File: src/rtl/hour_ctr_mode.sv
// hour_ctr_mode
//   Hour-of-day counter. Time is held as a 0-23 count; the display encoding
//   (12-hour or 24-hour) is chosen at run time by mode24 and never alters
//   the count itself. Display digits, AM/PM glyph, pm flag and the
//   day-rollover carry are all registered one edge behind the count.
//
//   Optional feature macro: HR_LZ_BLANK_EN
//     When defined, the tens digit is blanked in 12-hour mode for hours 1-9.
//
// Ports
//   clk, rst  : clock, asynchronous active-high reset
//   cy_in     : hourly carry from the minutes stage (count up)
//   adv_hr    : manual advance (count up)
//   ret_hr    : manual retreat (count down)
//   mode24    : 1 = 24-hour display, 0 = 12-hour display
//   h1, h0    : BCD tens / ones of the displayed hour (h1 may be BLANK_CODE)
//   am_pm     : A_CODE, P_CODE, or BLANK_CODE in 24-hour mode
//   pm        : internal count is 12-23
//   cy_out    : one-cycle day-rollover pulse

module hour_ctr_mode #(
    parameter logic [4:0] RST_HOUR   = 5'd0,
    parameter logic [3:0] A_CODE     = 4'd10,
    parameter logic [3:0] P_CODE     = 4'd11,
    parameter logic [3:0] BLANK_CODE = 4'd15
) (
    input  logic       clk,
    input  logic       rst,
    input  logic       cy_in,
    input  logic       adv_hr,
    input  logic       ret_hr,
    input  logic       mode24,
    output logic [3:0] h1,
    output logic [3:0] h0,
    output logic [3:0] am_pm,
    output logic       pm,
    output logic       cy_out
);

    logic [4:0] hr_q, hr_d;
    logic       wrap_q, wrap_d;
    logic [3:0] h1_q, h1_d;
    logic [3:0] h0_q, h0_d;
    logic [3:0] am_pm_q, am_pm_d;
    logic       pm_q, pm_d;
    logic       cy_out_q, cy_out_d;

    logic       inc, dec;
    logic [4:0] disp;
    logic [4:0] ones;
    logic [3:0] tens;

    // Count update. Opposing requests cancel. Only a minutes-stage carry that
    // wraps 23->0 is a real day rollover; manual wraps are not.
    always_comb begin
        inc    = cy_in | adv_hr;
        dec    = ret_hr;
        hr_d   = hr_q;
        wrap_d = 1'b0;
        if (inc && !dec) begin
            hr_d   = (hr_q == 5'd23) ? 5'd0 : hr_q + 5'd1;
            wrap_d = cy_in && (hr_q == 5'd23);
        end else if (dec && !inc) begin
            hr_d   = (hr_q == 5'd0) ? 5'd23 : hr_q - 5'd1;
        end
    end

    // Display mapping from the current count; the digit registers capture it.
    always_comb begin
        disp = hr_q;
        if (!mode24) begin
            if (hr_q == 5'd0 || hr_q == 5'd12) disp = 5'd12;
            else if (hr_q > 5'd12)             disp = hr_q - 5'd12;
        end

        if (disp >= 5'd20) begin
            tens = 4'd2;
            ones = disp - 5'd20;
        end else if (disp >= 5'd10) begin
            tens = 4'd1;
            ones = disp - 5'd10;
        end else begin
            tens = 4'd0;
            ones = disp;
        end

        h1_d = tens;
`ifdef HR_LZ_BLANK_EN
        if (!mode24 && tens == 4'd0) h1_d = BLANK_CODE;
`else
`endif
        h0_d     = ones[3:0];
        pm_d     = (hr_q >= 5'd12);
        am_pm_d  = mode24 ? BLANK_CODE : (pm_d ? P_CODE : A_CODE);
        cy_out_d = wrap_q;
    end

    // Reset display is the 12-hour midnight glyphs "12 A" whatever the mode.
    always_ff @(posedge clk or posedge rst) begin
        if (rst) begin
            hr_q     <= RST_HOUR;
            wrap_q   <= 1'b0;
            h1_q     <= 4'd1;
            h0_q     <= 4'd2;
            am_pm_q  <= A_CODE;
            pm_q     <= 1'b0;
            cy_out_q <= 1'b0;
        end else begin
            hr_q     <= hr_d;
            wrap_q   <= wrap_d;
            h1_q     <= h1_d;
            h0_q     <= h0_d;
            am_pm_q  <= am_pm_d;
            pm_q     <= pm_d;
            cy_out_q <= cy_out_d;
        end
    end

    assign h1     = h1_q;
    assign h0     = h0_q;
    assign am_pm  = am_pm_q;
    assign pm     = pm_q;
    assign cy_out = cy_out_q;

endmodule

File: config.mk
export PLATFORM = sky130hd
export DESIGN_NAME = hour_ctr_mode
export DESIGN_NICKNAME = d
export VERILOG_FILES = /design/src/rtl/hour_ctr_mode.sv
export SDC_FILE = /design/constraint.sdc
export NUM_CORES = 1
export LEC_CHECK = 0
export BUFFER_PORTS_ARGS = -buffer_cell sky130_fd_sc_hd__clkbuf_2
export CAP_MARGIN = 20
export CORE_MARGIN = 5
export CORE_UTILIZATION = 55
export DETAILED_ROUTE_END_ITERATION = 12
export PLACE_DENSITY = 0.78
export SYNTH_ARGS = -nofsm -noshare
export SYNTH_HDL_FRONTEND = slang
export SYNTH_SLANG_ARGS = --single-unit
File: constraint.sdc
create_clock -name clk -period 3.3 [get_ports clk]
set_clock_uncertainty 0.15 [all_clocks]
set_input_delay 0.33 -clock clk [delete_from_list [all_inputs] [get_ports clk]]
set_output_delay 0.33 -clock clk [all_outputs]
set_load 0.01 [all_outputs]
After elaboration in Yosys (flattened, before gate mapping)

Cells that the tools add are included.
Widths: inputs -> output; s select.

Reductions and logical operators: 8
Magnitude comparators: 4
$add $sub $neg: 5
Bitwise operators: 1
Mux-type cells: 14
Equal/unequal tests: 2

Operators with widths:

| operator            | count |
|---|---|
| $mux 5              | 7 |
| $ge 5x4->1 const B  | 2 |
| $mux 4              | 2 |
| $add 5x1->5 const B | 1 |
| $eq 5x4->1 const B  | 1 |
| $eq 5x5->1 const B  | 1 |
| $ge 5x5->1 const B  | 1 |
| $gt 5x4->1 const B  | 1 |
| $logic_not 5->1     | 1 |
| $sub 5x1->5 const B | 1 |
| $sub 5x4->5 const B | 1 |
| $sub 4x3->4 const B | 1 |
| $sub 4x4->4 const B | 1 |
| $logic_and 1x1->1   | 3 |
| $mux 1              | 3 |
| $mux 3              | 1 |
| $logic_not 1->1     | 2 |
| $mux 2              | 1 |
| $reduce_bool 2->1   | 1 |
| $logic_or 1x1->1    | 1 |
| $or 1x1->1          | 1 |

Output and inout bits: 14
Flip-flop bits (word level): 20

Logic depth before layout (Yosys ltp)

Depth in word-level cells: 7
Mapped depth: 13
Mapped depth without buffers: 11

Worst setup path before layout

No wires, ideal clock.

Path type: register to register
Start point: register hr_q[1]
End point: register h0_q[1], in the netlist h0[1]
Data required time: 3.067 ns
Stages on the path, launching flop included: 14
Slack: 0.617 ns
Arrival: 2.449 ns
Path buffers: 2
Cell sequence: dfrtp_1 -> clkbuf_1 -> inv_1 -> ha_1 -> and2_1 -> o311ai_2 -> and2_1 -> buf_4 -> inv_2 -> ha_1 -> nand2_1 -> nand4_1 -> mux2_2 -> o32a_1

Cells in the longest elaborated chain, start to end: 7
Elaborated cells between the ends (all ways): 14

RTL lines:

| what                                              | RTL line | text |
|---|---|---|
| start, declared                                   | 40       | `logic [4:0] hr_q, hr_d;` |
| start signal, assigned                            | 109      | `hr_q <= hr_d;` |
| $sub 5x4->5, or another cell as far along         | 73       | `else if (hr_q > 5'd12) disp = hr_q - 5'd12;` |
| $mux 5 / $logic_or 1x1->1 (equally long branches) | 73, 72   |  |
| $mux 5                                            | 72       | `if (hr_q == 5'd0 \|\| hr_q == 5'd12) disp = 5'd12;` |
| $mux 5 (*)                                        | 71       | `if (!mode24) begin` |
| $sub 4x4->4 / $ge 5x4->1 (equally long branches)  | 81, 79   |  |
| $mux 4                                            | 79       | `end else if (disp >= 5'd10) begin` |
| $mux 4 (*)                                        | 76       | `if (disp >= 5'd20) begin` |
| via ones[1]                                       | 50       | `logic [4:0] ones;` |
| end signal, assigned                              | 104      | `h0_q <= 4'd2;` |
| end signal, assigned                              | 112      | `h0_q <= h0_d;` |
| end, declared                                     | 43       | `logic [3:0] h0_q, h0_d;` |

Mark *: on every way through the listed nets, which the timed path passes. The rest lies on a longest branch.
A chain may end at the register's enable or synchronous reset.

Worst setup path in the final report

Same ends and word-level chain as after synthesis.

==> results.cfg <==
[logic_synthesis]
post-synth-top-area-cell = dfrtp_1
ys_ff_latch = 16
syn_inst = 127
synth_top_family_by_area = compound AO/OA/AOI/OAI gates
synthAdderAreaFrac = 0.09719
ys_top_cells_by_count = 14 x dfrtp_1, 11 x nand2_1, 9 x ha_1
muxShareOfSynthArea = 0.01836
synth_ff_type = dfrtp_1
synthSimpleGateAreaFrac = 0.1857
synth_top_area_frac = 0.3024
ys_top_cells_by_area = dfrtp_1 30%, ha_1 9.7%, dfstp_2 4.5%, nand2_1 3.6%, a21oi_1 3.5%
synth_edf_count = 0
synthXorXnorAreaFrac = 0
yosys_warnings = 0
syn_area_um2 = 1159
async_flop_share = 1.000
synth.most_common_cell = dfrtp_1
avgSynthCellArea_um2 = 9.123
ys_seq_area_frac = 0.3477
synth-compound-area-share = 0.2527
ys_types = 51

[cells_and_area]
finish.utilization = 0.6231
diodes = 0
drive_gt1_frac = 0.2174
final_nets = 154
stdcell_area_um2 = 1235
synthToLayoutAreaGrowth_pct = 6.587
fillers = 170
stdcell_count = 165

[setup_path]
cp-start-kind = register
arrival_ps = 3080
required_ps = 3380
end_kind = register
path_class = register to register
crit_path_max_fanout = 10
rrSetupSlack_ps = 290

[floorplanning]
ioPinCount = 20
rows = 16
core-area_um2 = 1982
start_util = 0.5846
die_width_um = 55.90
dieArea_um2 = 3124
fp.dieH_um = 55.90

[timing]
min_period_over_period = 0.9111
setup_viol = 0
worstMarginPinSlew_ps = 603.7
hold-worst-slack_ps = 68.94
grt_setup_unrepaired = false
post-route-min-period_ps = 3007
hold_viol = 0
finalMaxSlewViolations = 0
fmax_ghz = 0.3326
slew_headroom = 0.5971
setup_tns_ps = 0

[power_and_ir_drop]
leakagePower_nw = 0.5684
p_comb_frac = 0.598
switching_share = 0.4757
p_switching_mw = 0.5786
p_int_mw = 0.6377
pwr_density_cell_nw_per_um2 = 985.0
vdd_ir_drop_max_v = 0.0004667
p_seq_frac = 0.308
p_clk_frac = 0.095

[clock_network]
cts_tree = built
root_buffer = clkbuf_4
cts_made_buffers = 3
cts.sinks = 16
postCtsSetupRepairBufs = 0
htree_levels = 1
clkTransAtPathRegs_ps = 110
insertion_delay_ps = 300
ctsLongestPathBuffers = 2

[global_routing]
grt_pass1_wl_mm = 4.195
grt_max_degree = 18
overflow = 0
grt_pass1_vias = 943
antenna_found_initial = 0
grt_usage = 0.1667

[run]
drv_cap = 0

[route]
drtPass1Iterations = 4
routed_wl_mm = 2.535
vias = 1004
ant_nets = 0
drtIter0Drc = 17
via_per_inst = 6.085
post_drt_wl_per_cell_um = 15.36
drc = 0

[place]
placedCellCount = 160
dpl.hpwl_mm = 1.822
gp_congestion = 1.014
port_buffers = 15
placed_cell_area_um2 = 1199

[outcome]
status = finished, final reports clean

[min_path]
hold_class = primary input to register
[cells in the final DEF (no fill, tap or decap), types with 2 or more instances in the layout]
master / n
nor2b_1: 2
o31a_1: 2
nand3_1: 4
inv_1: 6
and2_1: 2
o32a_1: 2
nor2_1: 8
dfstp_2: 2
o21ai_0: 7
a21oi_1: 8
dfrtp_1: 14
inv_2: 2
ha_1: 9
nand2_1: 11
conb_1: 4
a21o_1: 2
clkbuf_4: 3
or2_2: 2
clkbuf_2: 15
a31oi_1: 3
[area by class of cell]
cell class / count / area, um^2 / area share
multi-input cells: 94 / 656.9 / 0.5319
flip-flops and latches: 16 / 402.9 / 0.3262
repair buffers: 16 / 85.08 / 0.06890
well taps: 27 / 33.78 / 0.02736
inverters: 8 / 30.03 / 0.02432
clock buffers: 4 / 26.28 / 0.02128
[state kept, by name, summed over array words and instances, names as in the netlist]
signal,flops
am_pm,2
cy_out,1
cy_out_d,1
h0,4
h1,2
hr_q,5
pm,1
[what timing repair did]
item	CTS	global route
hold buffers	1	0
hold endpoints to repair	14	0
gates resized for setup	0	0
[final timing paths]
kind / start / endpoint / cells after the start
max: hr_q[1] / h0[1] / 11
min: cy_in / cy_out_d / 3
max reg2reg: hr_q[1] / h0[1] / 11
min reg2reg: cy_out_d / cy_out / 0
max in group asynchronous: rst / hr_q[0] / 3
min in group asynchronous: rst / pm / 3
[metrics by stage]
stage,worst slack (ps),power (mW)
CTS,347.9,1.204
floorplan,617.3,0.9530
global route,173.5,1.319
global placement,502.6,1.047
detailed placement,375.9,1.085
finish,293.4,1.216
[layer usage]
layer,wire length (um),vias to the layer above,share of wire,GRT usage
met5,0,-,0,0
met3,178,9,0.070,0.02784
met2,1209,50,0.48,0.2821
li1,-,471,-,-
met4,71,0,0.028,0.09153
met1,1075,474,0.42,0.1994
[worst max-delay path, stage by stage (launching register included)]
cell	delay [ps]
dfrtp_1	540
inv_1	160
ha_1	290
and2_1	230
o311ai_2	330
and2_1	320
inv_2	80
ha_1	190
nand2_1	100
nand4_1	90
mux2_2	290
o32a_1	160
[logic make-up after synthesis]
logic type | after synthesis
AO/OA/AOI/OAI | 38
adder cells (fa/ha/maj) | 9
buffers and inverters | 19
flip-flops | 16
multiplexers | 2
other | 2
AND/OR/NAND/NOR | 41
[power groups by stage]
stage	clock network, mW	registers [mW]	logic (mW)
after global placement	0	0.369	0.678
final	0.115	0.374	0.727
after CTS	0.117	0.369	0.718
after floorplan	0	0.361	0.592
after global routing	0.128	0.387	0.805
after detailed placement	0	0.374	0.710
Note: power is estimated with default switching activity, not from simulation.
